===== config.mk =====
export PLATFORM = sky130hd
export DESIGN_NAME = fetch_stage
export DESIGN_NICKNAME = d
export VERILOG_FILES = /design/src/rtl/fetch_pkg.sv /design/src/rtl/fetch_queue.sv /design/src/rtl/fetch_stage.sv
export SDC_FILE = /design/constraint.sdc
export NUM_CORES = 1
export LEC_CHECK = 0
export CAP_MARGIN = 20
export CELL_PAD_IN_SITES_DETAIL_PLACEMENT = 1
export CELL_PAD_IN_SITES_GLOBAL_PLACEMENT = 2
export CORE_ASPECT_RATIO = 0.6
export CORE_MARGIN = 1.5
export CORE_UTILIZATION = 41
export CTS_CLUSTER_SIZE = 8
export DETAILED_ROUTE_END_ITERATION = 7
export GPL_TIMING_DRIVEN = 1
export PLACE_DENSITY = 0.81
export SKIP_LAST_GASP = 1
export SYNTH_ARGS = -nofsm -noshare
export SYNTH_HDL_FRONTEND = slang
export SYNTH_SLANG_ARGS = --single-unit

===== constraint.sdc =====
create_clock -name clk -period 6.7 [get_ports clk]
set_input_delay 0.67 -clock clk [delete_from_list [all_inputs] [get_ports clk]]
set_output_delay 0.67 -clock clk [all_outputs]
set_load 0.005 [all_outputs]

===== src/rtl/fetch_pkg.sv =====
// fetch_pkg
// Types and constants shared by the instruction fetch stage and its queue.
//   fetch_entry_t    : one buffered instruction, {pc, instr}
//   PC_STEP          : byte distance between sequential instruction words
//   RESET_PC_DEFAULT : default fetch address after reset
package fetch_pkg;

    typedef struct packed {
        logic [31:0] pc;
        logic [31:0] instr;
    } fetch_entry_t;

    localparam logic [31:0] PC_STEP          = 32'd4;
    localparam logic [31:0] RESET_PC_DEFAULT = 32'h0000_0000;

endpackage


===== src/rtl/fetch_queue.sv =====
// fetch_queue
// In-order circular buffer of fetched instructions.
// Ports:
//   clk, rst    : clock, synchronous active-high reset
//   flush       : synchronous empty; takes priority over push and pop
//   push        : write push_entry at the tail (ignored when full)
//   push_entry  : entry to write
//   pop         : retire the head entry (ignored when empty)
//   count       : current occupancy, 0..DEPTH
//   head        : oldest entry; only meaningful while count != 0
module fetch_queue
    import fetch_pkg::*;
#(
    parameter int DEPTH = 4
) (
    input  logic                     clk,
    input  logic                     rst,
    input  logic                     flush,
    input  logic                     push,
    input  fetch_entry_t             push_entry,
    input  logic                     pop,
    output logic [$clog2(DEPTH):0]   count,
    output fetch_entry_t             head
);

    localparam int AW = $clog2(DEPTH);
    localparam logic [AW:0] FULL_COUNT = (AW+1)'(DEPTH);

    fetch_entry_t   mem_q [DEPTH];
    fetch_entry_t   mem_d [DEPTH];
    logic [AW-1:0]  wr_ptr_q, wr_ptr_d;
    logic [AW-1:0]  rd_ptr_q, rd_ptr_d;
    logic [AW:0]    count_q, count_d;
    logic           push_ok, pop_ok;

    assign push_ok = push && (count_q != FULL_COUNT);
    assign pop_ok  = pop && (count_q != '0);

    assign count = count_q;
    assign head  = mem_q[rd_ptr_q];

    always_comb begin
        mem_d    = mem_q;
        wr_ptr_d = wr_ptr_q;
        rd_ptr_d = rd_ptr_q;
        count_d  = count_q;
        if (flush) begin
            wr_ptr_d = '0;
            rd_ptr_d = '0;
            count_d  = '0;
        end else begin
            if (push_ok) begin
                mem_d[wr_ptr_q] = push_entry;
                wr_ptr_d        = wr_ptr_q + AW'(1);
            end
            if (pop_ok) begin
                rd_ptr_d = rd_ptr_q + AW'(1);
            end
            case ({push_ok, pop_ok})
                2'b10:   count_d = count_q + (AW+1)'(1);
                2'b01:   count_d = count_q - (AW+1)'(1);
                default: count_d = count_q;
            endcase
        end
    end

    // Storage needs no reset: entries are only observed while count != 0.
    always_ff @(posedge clk) begin
        mem_q <= mem_d;
    end

    always_ff @(posedge clk) begin
        if (rst) begin
            wr_ptr_q <= '0;
            rd_ptr_q <= '0;
            count_q  <= '0;
        end else begin
            wr_ptr_q <= wr_ptr_d;
            rd_ptr_q <= rd_ptr_d;
            count_q  <= count_d;
        end
    end

endmodule


===== src/rtl/fetch_stage.sv =====
// fetch_stage
// Instruction fetch: issues sequential word requests to instruction memory,
// buffers returned words in an in-order queue for decode, and redirects on
// any non-sequential next-PC reported for the instruction being consumed.
// Ports:
//   clk, rst                         : clock, synchronous active-high reset
//   imem_req_valid/ready/addr        : fetch request handshake
//   imem_resp_valid/data             : in-order responses, always accepted
//   inst_valid/ready/data/pc         : queue head towards decode
//   nextpc_i                         : next PC for inst_pc from next-PC logic
module fetch_stage
    import fetch_pkg::*;
#(
    parameter logic [31:0] RESET_PC = RESET_PC_DEFAULT,
    parameter int          DEPTH    = 4
) (
    input  logic        clk,
    input  logic        rst,
    output logic        imem_req_valid,
    input  logic        imem_req_ready,
    output logic [31:0] imem_req_addr,
    input  logic        imem_resp_valid,
    input  logic [31:0] imem_resp_data,
    output logic        inst_valid,
    input  logic        inst_ready,
    output logic [31:0] inst_data,
    output logic [31:0] inst_pc,
    input  logic [31:0] nextpc_i
);

    localparam int CW = $clog2(DEPTH) + 1;

    logic [31:0]   fetch_pc_q, fetch_pc_d;
    logic [31:0]   resp_pc_q, resp_pc_d;
    logic [CW-1:0] outstanding_q, outstanding_d;
    logic [CW-1:0] drop_cnt_q, drop_cnt_d;
    logic [CW-1:0] occ;
    logic [CW:0]   credit_sum;

    logic          accept, pop, redirect, push;
    fetch_entry_t  head, push_entry;

    // Queue slots plus in-flight requests never exceed DEPTH, so every
    // response that is not dropped is guaranteed a slot.
    assign credit_sum     = {1'b0, occ} + {1'b0, outstanding_q};
    assign imem_req_valid = !rst && (credit_sum < (CW+1)'(DEPTH));
    assign imem_req_addr  = fetch_pc_q;
    assign accept         = imem_req_valid && imem_req_ready;

    assign inst_valid = !rst && (occ != '0);
    assign inst_data  = head.instr;
    assign inst_pc    = head.pc;

    assign pop      = inst_valid && inst_ready;
    assign redirect = pop && (nextpc_i != head.pc + PC_STEP);

    // Responses still owed to a pre-redirect request are discarded; so is a
    // response landing in the redirect cycle itself.
    assign push       = imem_resp_valid && (drop_cnt_q == '0) && !redirect;
    assign push_entry = '{pc: resp_pc_q, instr: imem_resp_data};

    always_comb begin
        outstanding_d = outstanding_q;
        if (accept && !imem_resp_valid) begin
            outstanding_d = outstanding_q + CW'(1);
        end else if (!accept && imem_resp_valid && (outstanding_q != '0)) begin
            outstanding_d = outstanding_q - CW'(1);
        end

        drop_cnt_d = drop_cnt_q;
        if (redirect) begin
            drop_cnt_d = outstanding_d;
        end else if (imem_resp_valid && (drop_cnt_q != '0)) begin
            drop_cnt_d = drop_cnt_q - CW'(1);
        end

        fetch_pc_d = fetch_pc_q;
        if (redirect) begin
            fetch_pc_d = nextpc_i;
        end else if (accept) begin
            fetch_pc_d = fetch_pc_q + PC_STEP;
        end

        // resp_pc follows the oldest live request, i.e. the next word to push.
        resp_pc_d = resp_pc_q;
        if (redirect) begin
            resp_pc_d = nextpc_i;
        end else if (push) begin
            resp_pc_d = resp_pc_q + PC_STEP;
        end
    end

    always_ff @(posedge clk) begin
        if (rst) begin
            fetch_pc_q    <= RESET_PC;
            resp_pc_q     <= RESET_PC;
            outstanding_q <= '0;
            drop_cnt_q    <= '0;
        end else begin
            fetch_pc_q    <= fetch_pc_d;
            resp_pc_q     <= resp_pc_d;
            outstanding_q <= outstanding_d;
            drop_cnt_q    <= drop_cnt_d;
        end
    end

    fetch_queue #(
        .DEPTH (DEPTH)
    ) u_queue (
        .clk        (clk),
        .rst        (rst),
        .flush      (redirect),
        .push       (push),
        .push_entry (push_entry),
        .pop        (pop),
        .count      (occ),
        .head       (head)
    );

endmodule


## Word level (Yosys, flattened, before mapping)

Index checks and enable logic that the tools add are counted.

| storage, ports and cells | value |
|---|---|
| flip-flop bits (word level) | 333 |
| bits in latches | 0 |
| RAM bits | 0 |
| bits in read-only memories | 0 |
| bits of input ports | 69 |
| output and inout port bits | 98 |
| memories | 0 |

| operators by class | value |
|---|---|
| add/subtract/negate cells | 11 |
| $mul | 0 |
| divide/modulo/power cells | 0 |
| magnitude comparators | 4 |
| equal/unequal tests | 4 |
| shift-type cells | 0 |
| mux-type cells | 15 |
| bitwise operators | 3 |
| reduce and logical (&&, ||, !) cells | 28 |

Operators with widths:

| operator | count |
|---|---|
| $bwmux W256 | 1 |
| $mux W64 | 3 |
| $bmux W64 S2 | 1 |
| $demux W64 S2 | 1 |
| $mux W32 | 4 |
| $add A32 B3 Y32 const B | 3 |
| $ne A32 B32 Y1 | 1 |
| $logic_and A1 B1 Y1 | 14 |
| $mux W3 | 4 |
| $reduce_bool A3 Y1 | 3 |
| $sub A3 B1 Y3 const B | 3 |
| $reduce_bool A2 Y1 | 4 |
| $add A3 B1 Y3 const B | 2 |
| $ge A3 B3 Y1 const B | 2 |
| $not A2 Y3 | 2 |
| $pmux W3 S2 | 1 |
| $add A2 B1 Y2 const B | 2 |
| $add A3 B3 Y4 | 1 |
| $logic_not A1 Y1 | 4 |
| $lt A4 B3 Y1 const B | 1 |
| $logic_not A3 Y1 | 1 |
| $lt A3 B1 Y1 const B | 1 |
| $ne A3 B3 Y1 const B | 1 |
| $eq A2 B1 Y1 const B | 1 |
| other kinds (4) | 4 |

## Depth between registers and ports, before layout

Gate-level depths: netlist (run 1).

| depth | value |
|---|---|
| depth after elaboration | 12 |
| mapped depth | 21 |
| mapped depth without buffers | 17 |

## By module

A second synthesis (run 1) with hierarchy kept.

| unflattened totals | value |
|---|---|
| cells, all modules | 974 |
| area total of the unflattened synthesis | 14727.9 um^2 |

Modules (own cells, without submodules):

| module | instances | cells an instance | area each (um^2) |
|---|---|---|---|
| fetch_queue | 1 | 381 | 9668.0 |
| fetch_stage | 1 | 593 | 5059.9 |

## Worst setup path before layout (run 1)

No wires, ideal clock.

| timing | value |
|---|---|
| path type | register to register |
| start point | register u_queue.rd_ptr_q[0] |
| end point | register u_queue.mem_q[0] (netlist name), enable pin |
| library setup time | 0.429 ns |
| arrival time | 4.926 ns |
| setup slack | 1.345 ns |
| stages on the path, launching flop included | 14 |
| period minus slack after synthesis | 5.355 ns |
| cell sequence | dfxtp_1 > buf_6 > buf_12 > mux4_2 > ha_1 > clkbuf_1 > or4_1 > a21boi_0 > o22ai_1 > nor4_4 > nand4_2 > o21ai_4 > buf_8 > and3_1 |

| between the ends | value |
|---|---|
| cells in the longest elaborated chain, start to end | 11 |
| elaborated cells between the ends (all ways) | 12 |

RTL lines:

| element | line | source |
|---|---|---|
| from (decl) | fetch_queue.sv:32 | `logic [AW-1:0] rd_ptr_q, rd_ptr_d;` |
| from (signal assigned) | fetch_queue.sv:79 | `rd_ptr_q <= rd_ptr_d;` |
| $not A2 Y3 (implied by the code) (*) | fetch_queue.sv:40 | `assign head = mem_q[rd_ptr_q];` |
| $bmux W64 S2 (*) | fetch_queue.sv:40 |  |
| $mux W64 (implied by the code) (*) (2 in series) | fetch_queue.sv:40 |  |
| via inst_pc[3] | fetch_stage.sv:27 | `output logic [31:0] inst_pc,` |
| $add A32 B3 Y32 (*) | fetch_stage.sv:55 | `assign redirect = pop && (nextpc_i != head.pc + PC_STEP);` |
| $ne A32 B32 Y1 (*) | fetch_stage.sv:55 |  |
| $logic_and A1 B1 Y1 (*) | fetch_stage.sv:55 |  |
| $logic_not A1 Y1 | fetch_stage.sv:59 | `assign push = imem_resp_valid && (drop_cnt_q == '0) && !redirect;` |
| $logic_and A1 B1 Y1 | fetch_stage.sv:59 |  |
| $logic_and A1 B1 Y1 | fetch_queue.sv:36 | `assign push_ok = push && (count_q != FULL_COUNT);` |
| $reduce_and A2 Y1 (no line) (*) | -- |  |
| to (signal assigned) | fetch_queue.sv:69 | `mem_q <= mem_d;` |
| to (decl) | fetch_queue.sv:29 | `fetch_entry_t mem_q [DEPTH];` |

The timed path passes the listed nets; every way through them passes the cells marked *. The select of a mux whose other input is x is not followed.
A chain may end at the register's enable or synchronous reset.

## Final worst setup path (run 1)

| timing | value |
|---|---|
| start point | register u_queue.rd_ptr_q[1] |
| end point | register u_queue.mem_q[23] (netlist name), enable pin |

| between the ends | value |
|---|---|
| cells in the longest elaborated chain, start to end | 11 |
| elaborated cells between the ends (all ways) | 12 |

RTL lines:

| element | line |
|---|---|
| $not A2 Y3 (implied by the code) (*) | fetch_queue.sv:40 |
| $bmux W64 S2 (*) | fetch_queue.sv:40 |
| $mux W64 (implied by the code) (*) (2 in series) | fetch_queue.sv:40 |
| $add A32 B3 Y32 (*) | fetch_stage.sv:55 |
| $ne A32 B32 Y1 (*) | fetch_stage.sv:55 |
| $logic_and A1 B1 Y1 (*) | fetch_stage.sv:55 |
| $logic_not A1 Y1 | fetch_stage.sv:59 |
| $logic_and A1 B1 Y1 | fetch_stage.sv:59 |
| $logic_and A1 B1 Y1 | fetch_queue.sv:36 |
| $reduce_and A2 Y1 (no line) (*) | -- |

Every way passes the cells marked *; elsewhere a longest branch is shown, timed or not. The select of a mux whose other input is x is not followed.

==> impl_metrics.tcl, run 1 <==
set metrics [dict create \
    dr.pass1.iters 4 \
    holdBufCountCts 0 \
    power.leakage_uw 0.00644 \
    synthDistinctLibCells 67 \
    coreArea_sq_um 36300 \
    drv_cap 0 \
    syn_avg_cell_area_sq_um 15.3 \
    grt_max_degree 78 \
    ys_seq_area_share_pct 60.7 \
    power_density_nw_per_um2 368 \
    die_x_um 251 \
    io_pins 167 \
    slew_violations 0 \
    postPlaceCellArea_sq_um 17200 \
    fin_setup_tns_ns 0 \
    cts.sinks 331 \
    final_layout_size_suffix_gt1_share_pct 17.1 \
    design_area_sq_um 18600 \
    cts-root-buf "clkbuf_16" \
    routed_wl_mm 40.8 \
    fin_crit_ns 5.21 \
    finalSetupViolations 0 \
    startpoint_type "flip-flop" \
    clock_skew_ns 0.0125 \
    ys_seq_elements 331 \
    grt-ovfl-total 0 \
    syn_nets 1073 \
    critPathMaxFanout 54 \
    whs_ns 0.556 \
    diodes 0 \
    fill_cells 3534 \
    rsz0062_at_grt "no" \
    synth_edf_count 256 \
    worst_slew_pin_slew_ns 1.03 \
    port_buffers 166 \
    initial_utilization_pct 41.6 \
    syn_inst 988 \
    post-route-period-util_pct 77.8 \
    vias_per_cell 5.50 \
    finalHoldViolations 0 \
    cts_buffer_depth 3 \
    post_cts_resized 0 \
    path_class "flip-flop to flip-flop" \
    htreeDepth 2 \
    status "finished, final reports clean" \
    vias 9303 \
    regToRegSetupSlack_ns 1.49 \
    grt_usage_pct 21.7 \
    max_freq_mhz 192 \
    syn_area_sq_um 15100 \
    cts_buffers 47 \
    antenna_found_initial 0 \
    hpwlAfterDp_mm 27.4 \
    async_flop_share_pct 0 \
    yosys.cell_count.top_type "edfxtp_1" \
    max-slew-margin-rel_pct 30.7 \
    vdd_drop_max_uv 217 \
    synthTopCellsByCount "edfxtp_1, nor2_1, dfxtp_1, mux2_4, mux4_2" \
    regArea_sq_um 9200 \
    gp_congestion 0.774 \
    syn_to_final_growth_pct 23.1 \
    nets 1261 \
    synth.area.top_cells "edfxtp_1, dfxtp_1, mux4_2" \
    synth_flop_cell "edfxtp_1" \
    multiInputGateArea_sq_um 5520 \
    routedWlPerCell_um 24.2 \
    first_iter_violations 673 \
    clk_pin_slew_worst_paths_ns 0.05 \
    hold_class "flip-flop to flip-flop" \
    endpoint_kind "flip-flop" \
    postRouteAntennaNets 0 \
    grt_pass1_wl_mm 62.4 \
    grt_pass1_vias 9773 \
    dieArea_sq_um 38100 \
    synth_top_area_cell "edfxtp_1" \
    insertion_delay_ns 0.57 \
    synth_top_cell_area_share_pct 50.8 \
    synth_warnings 0 \
    arrival_ns 5.43 \
    crit_required_ns 6.92 \
    post_cts_buffers 0 \
    cts_tree "built" \
    rows 54 \
    fp.dieH_um 152 \
    drc_errors 0 \
]
-- critical path: stages, from the launching register on --
cell,delay (ns)
dfxtp_4,0.74
mux4_2,0.43
ha_1,0.44
and4_1,0.52
nand2_1,0.17
nor4_1,0.31
o22ai_1,0.18
nor4_4,0.31
nand4_2,0.16
o21ai_4,0.24
buf_4,0.40
and3_2,0.48
buf_12,0.37
-- sequential cells by signal, summed over array words and instances, names as in the netlist --
name	flops
imem_req_addr	31
u_queue.wr_ptr_q	2
u_queue.rd_ptr_q	2
drop_cnt_q	3
u_queue.count	3
u_queue.mem_q	256
outstanding_q	3
resp_pc_q	31
-- power breakdown --
part / internal [uW] / switching [uW]
clock network: 1350 / 904
logic: 849 / 886
registers: 2640 / 228
total: 4840 / 2020
-- cell type report --
type | count | area share [%]
tap | 476 | 3.20
clock inverter | 3 | 0.430
timing repair buffer | 181 | 9.77
clock buffer | 85 | 7.20
multi-input combinational | 595 | 29.6
inverter | 20 | 0.403
sequential | 331 | 49.4
-- metal layers --
layer / up-vias / routed length [um] / share of wire (%) / GRT usage (%)
met1: 4831 / 20300 / 50 / 33.2
met3: 48 / 2570 / 6.3 / 5.19
met2: 257 / 17400 / 43 / 31.3
met5: - / 0 / 0 / 0
li1: 4167 / - / - / -
met4: 0 / 582 / 1.4 / 4.50
-- worst paths after layout --
kind                                     from                      endpoint  depth (start not counted)
max          u_queue.rd_ptr_q[1]$_SDFFE_PP0P_   u_queue.mem_q[23]$_DFFE_PP_                         12
min                resp_pc_q[25]$_SDFFE_PP0P_  u_queue.mem_q[121]$_DFFE_PP_                          0
max reg2reg  u_queue.rd_ptr_q[1]$_SDFFE_PP0P_   u_queue.mem_q[23]$_DFFE_PP_                         12
min reg2reg        resp_pc_q[25]$_SDFFE_PP0P_  u_queue.mem_q[121]$_DFFE_PP_                          0
-- cell families after synthesis --
group / count (synthesis) / synth area share (%)
xor gates and xnor gates: 96 / 5.61
muxes: 132 / 16.4
AOI/OAI and AO/OA: 70 / 3.04
buffers and inverters: 62 / 2.83
adders and majority gates: 16 / 1.37
and+or+nand+nor: 281 / 9.99
DFF: 331 / 60.7
-- cells in the final DEF, fill, tap and decap left out, drive strengths merged, types with 16 or more instances in the layout --
cell / synthesis / layout
a21oi: 25 / 25
and3: 25 / 25
buf: 25 / 16
clkbuf: 17 / 85
clkdlybuf4s50: 0 / 165
dfxtp: 75 / 75
edfxtp: 256 / 256
inv: 20 / 21
mux2: 65 / 65
mux4: 64 / 64
nand2: 46 / 46
nand3: 42 / 42
nand4: 17 / 17
nor2: 76 / 76
nor3: 18 / 18
xnor2: 48 / 48
xor2: 48 / 48
-- through the flow --
stage / utilization [%] / power, uW / setup slack [ns] / std cells
after floorplan: - / 3840 / 1.34 / 988
after global placement: 47.3 / 4590 / 1.67 / 1603
after detailed placement: 47.3 / 4640 / 1.52 / 1603
after CTS: 51.2 / 6930 / 1.49 / 1691
after global routing: 51.2 / 7180 / 1.15 / 1691
final: 51.2 / 6860 / 1.49 / 1691
Note: power is estimated with default switching activity, not from simulation.
==> run 2: changes to the inputs <==
clock period = 5.4 ns   (was 6.7 ns; I/O delays follow)
==> impl_metrics.tcl, run 2 (synthesis gave the netlist of run 1 again) <==
set metrics [dict create \
    hpwlAfterDp_mm 27.1 \
    vias 9176 \
    instances_no_fill 1698 \
    vdd_drop_max_uv 286 \
    final_cell_mix "edfxtp_1, clkdlybuf4s50_1, nor2_1" \
    routedWlPerCell_um 23.3 \
    place_ws_ns 0.558 \
    cts_tree "built" \
    dr.pass1.iters 4 \
    placedCellCount 1610 \
    worst_slew_pin_slew_ns 1.00 \
    largest_register "u_queue.mem_q" \
    mostFrequentLayoutCell "edfxtp_1" \
    status "finished, final reports clean" \
    fp.dieH_um 152 \
    slew_violations 0 \
    post_cts_buffers 0 \
    die_x_um 251 \
    hold_class "flip-flop to flip-flop" \
    drc_errors 0 \
    rows 54 \
    grt_usage_pct 21.0 \
    fin_setup_tns_ns 0 \
    power_density_nw_per_um2 453 \
    critPathMaxFanout 31 \
    regArea_sq_um 9200 \
    first_iter_violations 532 \
    power.leakage_uw 0.00646 \
    postRouteAntennaNets 0 \
    dieArea_sq_um 38100 \
    holdBufCountCts 0 \
    port_buffers 166 \
    rsz0062_at_grt "no" \
    grt_max_degree 77 \
    nets 1268 \
    vias_per_cell 5.40 \
    insertion_delay_ns 0.57 \
    crit_required_ns 5.86 \
    largest_reg_flops 256 \
    gp_congestion 0.786 \
    antenna_found_initial 2 \
    max_freq_mhz 207 \
    endpoint_kind "flip-flop" \
    clk_pin_slew_worst_paths_ns 0.05 \
    startpoint_type "flip-flop" \
    syn_to_final_growth_pct 23.4 \
    multiInputGateArea_sq_um 5520 \
    finalSetupViolations 0 \
    initial_utilization_pct 41.6 \
    final_util_pct 51.4 \
    grt-ovfl-total 0 \
    coreArea_sq_um 36300 \
    io_pins 167 \
    arrival_ns 5.29 \
    max-slew-margin-rel_pct 33.0 \
    post-route-period-util_pct 89.3 \
    drv_cap 0 \
    routed_wl_mm 39.6 \
    cts-root-buf "clkbuf_16" \
    final_layout_size_suffix_gt1_share_pct 17.6 \
    path_class "flip-flop to flip-flop" \
    post_cts_resized 0 \
    finalHoldViolations 0 \
    cts_buffers 47 \
    fin_crit_ns 4.82 \
    grt_pass1_vias 9633 \
    cts_buffer_depth 3 \
    clock_skew_ns 0.0197 \
    cts.sinks 331 \
    grt_pass1_wl_mm 60.5 \
    setup_slack_ns 0.576 \
    htreeDepth 2 \
    fill_cells 3578 \
]
==> run 2: cell types whose count changed in the layout (fill, tap and decap cells not counted), sizes merged <==
| cell | change |
|---|---|
| clkbuf | -2 |
| diode | +1 |
| clkinvlp | +1 |
| buf | +7 |
==> run 2: area by class of cell <==
cell class / instances / area share (%)
diodes: 1 / 0.0134
flip-flops and latches: 331 / 49.3
multi-input cells: 595 / 29.6
well taps: 476 / 3.19
clock inverters: 4 / 0.469
clock buffers: 83 / 7.02
inverters: 20 / 0.402
repair buffers: 188 / 10.1
==> run 2: worst paths after layout <==
| path | slack, ns | from | endpoint | cells past startpoint |
|---|---|---|---|---|
| min | 0.54 | resp_pc_q[29]$_SDFFE_PP0P_ | u_queue.mem_q[125]$_DFFE_PP_ | 0 |
| min reg2reg | 0.54 | resp_pc_q[29]$_SDFFE_PP0P_ | u_queue.mem_q[125]$_DFFE_PP_ | 0 |
| max reg2reg | 0.58 | u_queue.rd_ptr_q[0]$_SDFFE_PP0P_ | u_queue.count[1]$_SDFFE_PP0P_ | 16 |
| max | 0.58 | u_queue.rd_ptr_q[0]$_SDFFE_PP0P_ | u_queue.count[1]$_SDFFE_PP0P_ | 16 |
==> run 2: metrics by stage <==
stage	hold slack [ns]	area, sq um	total power (uW)
2_1_floorplan	0.475	15100	4760
3_3_place_gp	0.519	17300	5700
3_5_place_dp	0.532	17300	5750
4_1_cts	0.533	18700	8540
5_1_grt	0.543	18700	8840
6_report	0.535	18700	8450
==> run 2: metal layers <==
metal | global-route usage, % | routed length, um | vias to the layer above
met3 | 4.13 | 2250 | 39
met1 | 32.2 | 19600 | 4720
li1 | - | - | 4180
met5 | 0 | 0 | -
met4 | 4.07 | 463 | 0
met2 | 31.0 | 17300 | 237
==> run 2: worst max-delay path: stages, from the launching register on <==
cell	delay, ns
dfxtp_4	0.82
mux4_2	0.46
ha_1	0.40
and4_1	0.51
nand2_1	0.17
nor4_1	0.32
o22ai_1	0.18
nor4_4	0.31
nand4_2	0.15
o21ai_4	0.27
nand2_1	0.10
ha_1	0.24
inv_1	0.08
fa_1	0.40
nor2_1	0.10
a21oi_1	0.05
nor3_1	0.16
==> run 2: power by group <==
| group | switching (uW) | leakage, uW | internal, uW |
|---|---|---|---|
| combinational | 1090 | 0.00283 | 1070 |
| clock | 1110 | 0.000654 | 1650 |
| sequential | 264 | 0.00298 | 3280 |
| total | 2460 | 0.00646 | 5990 |
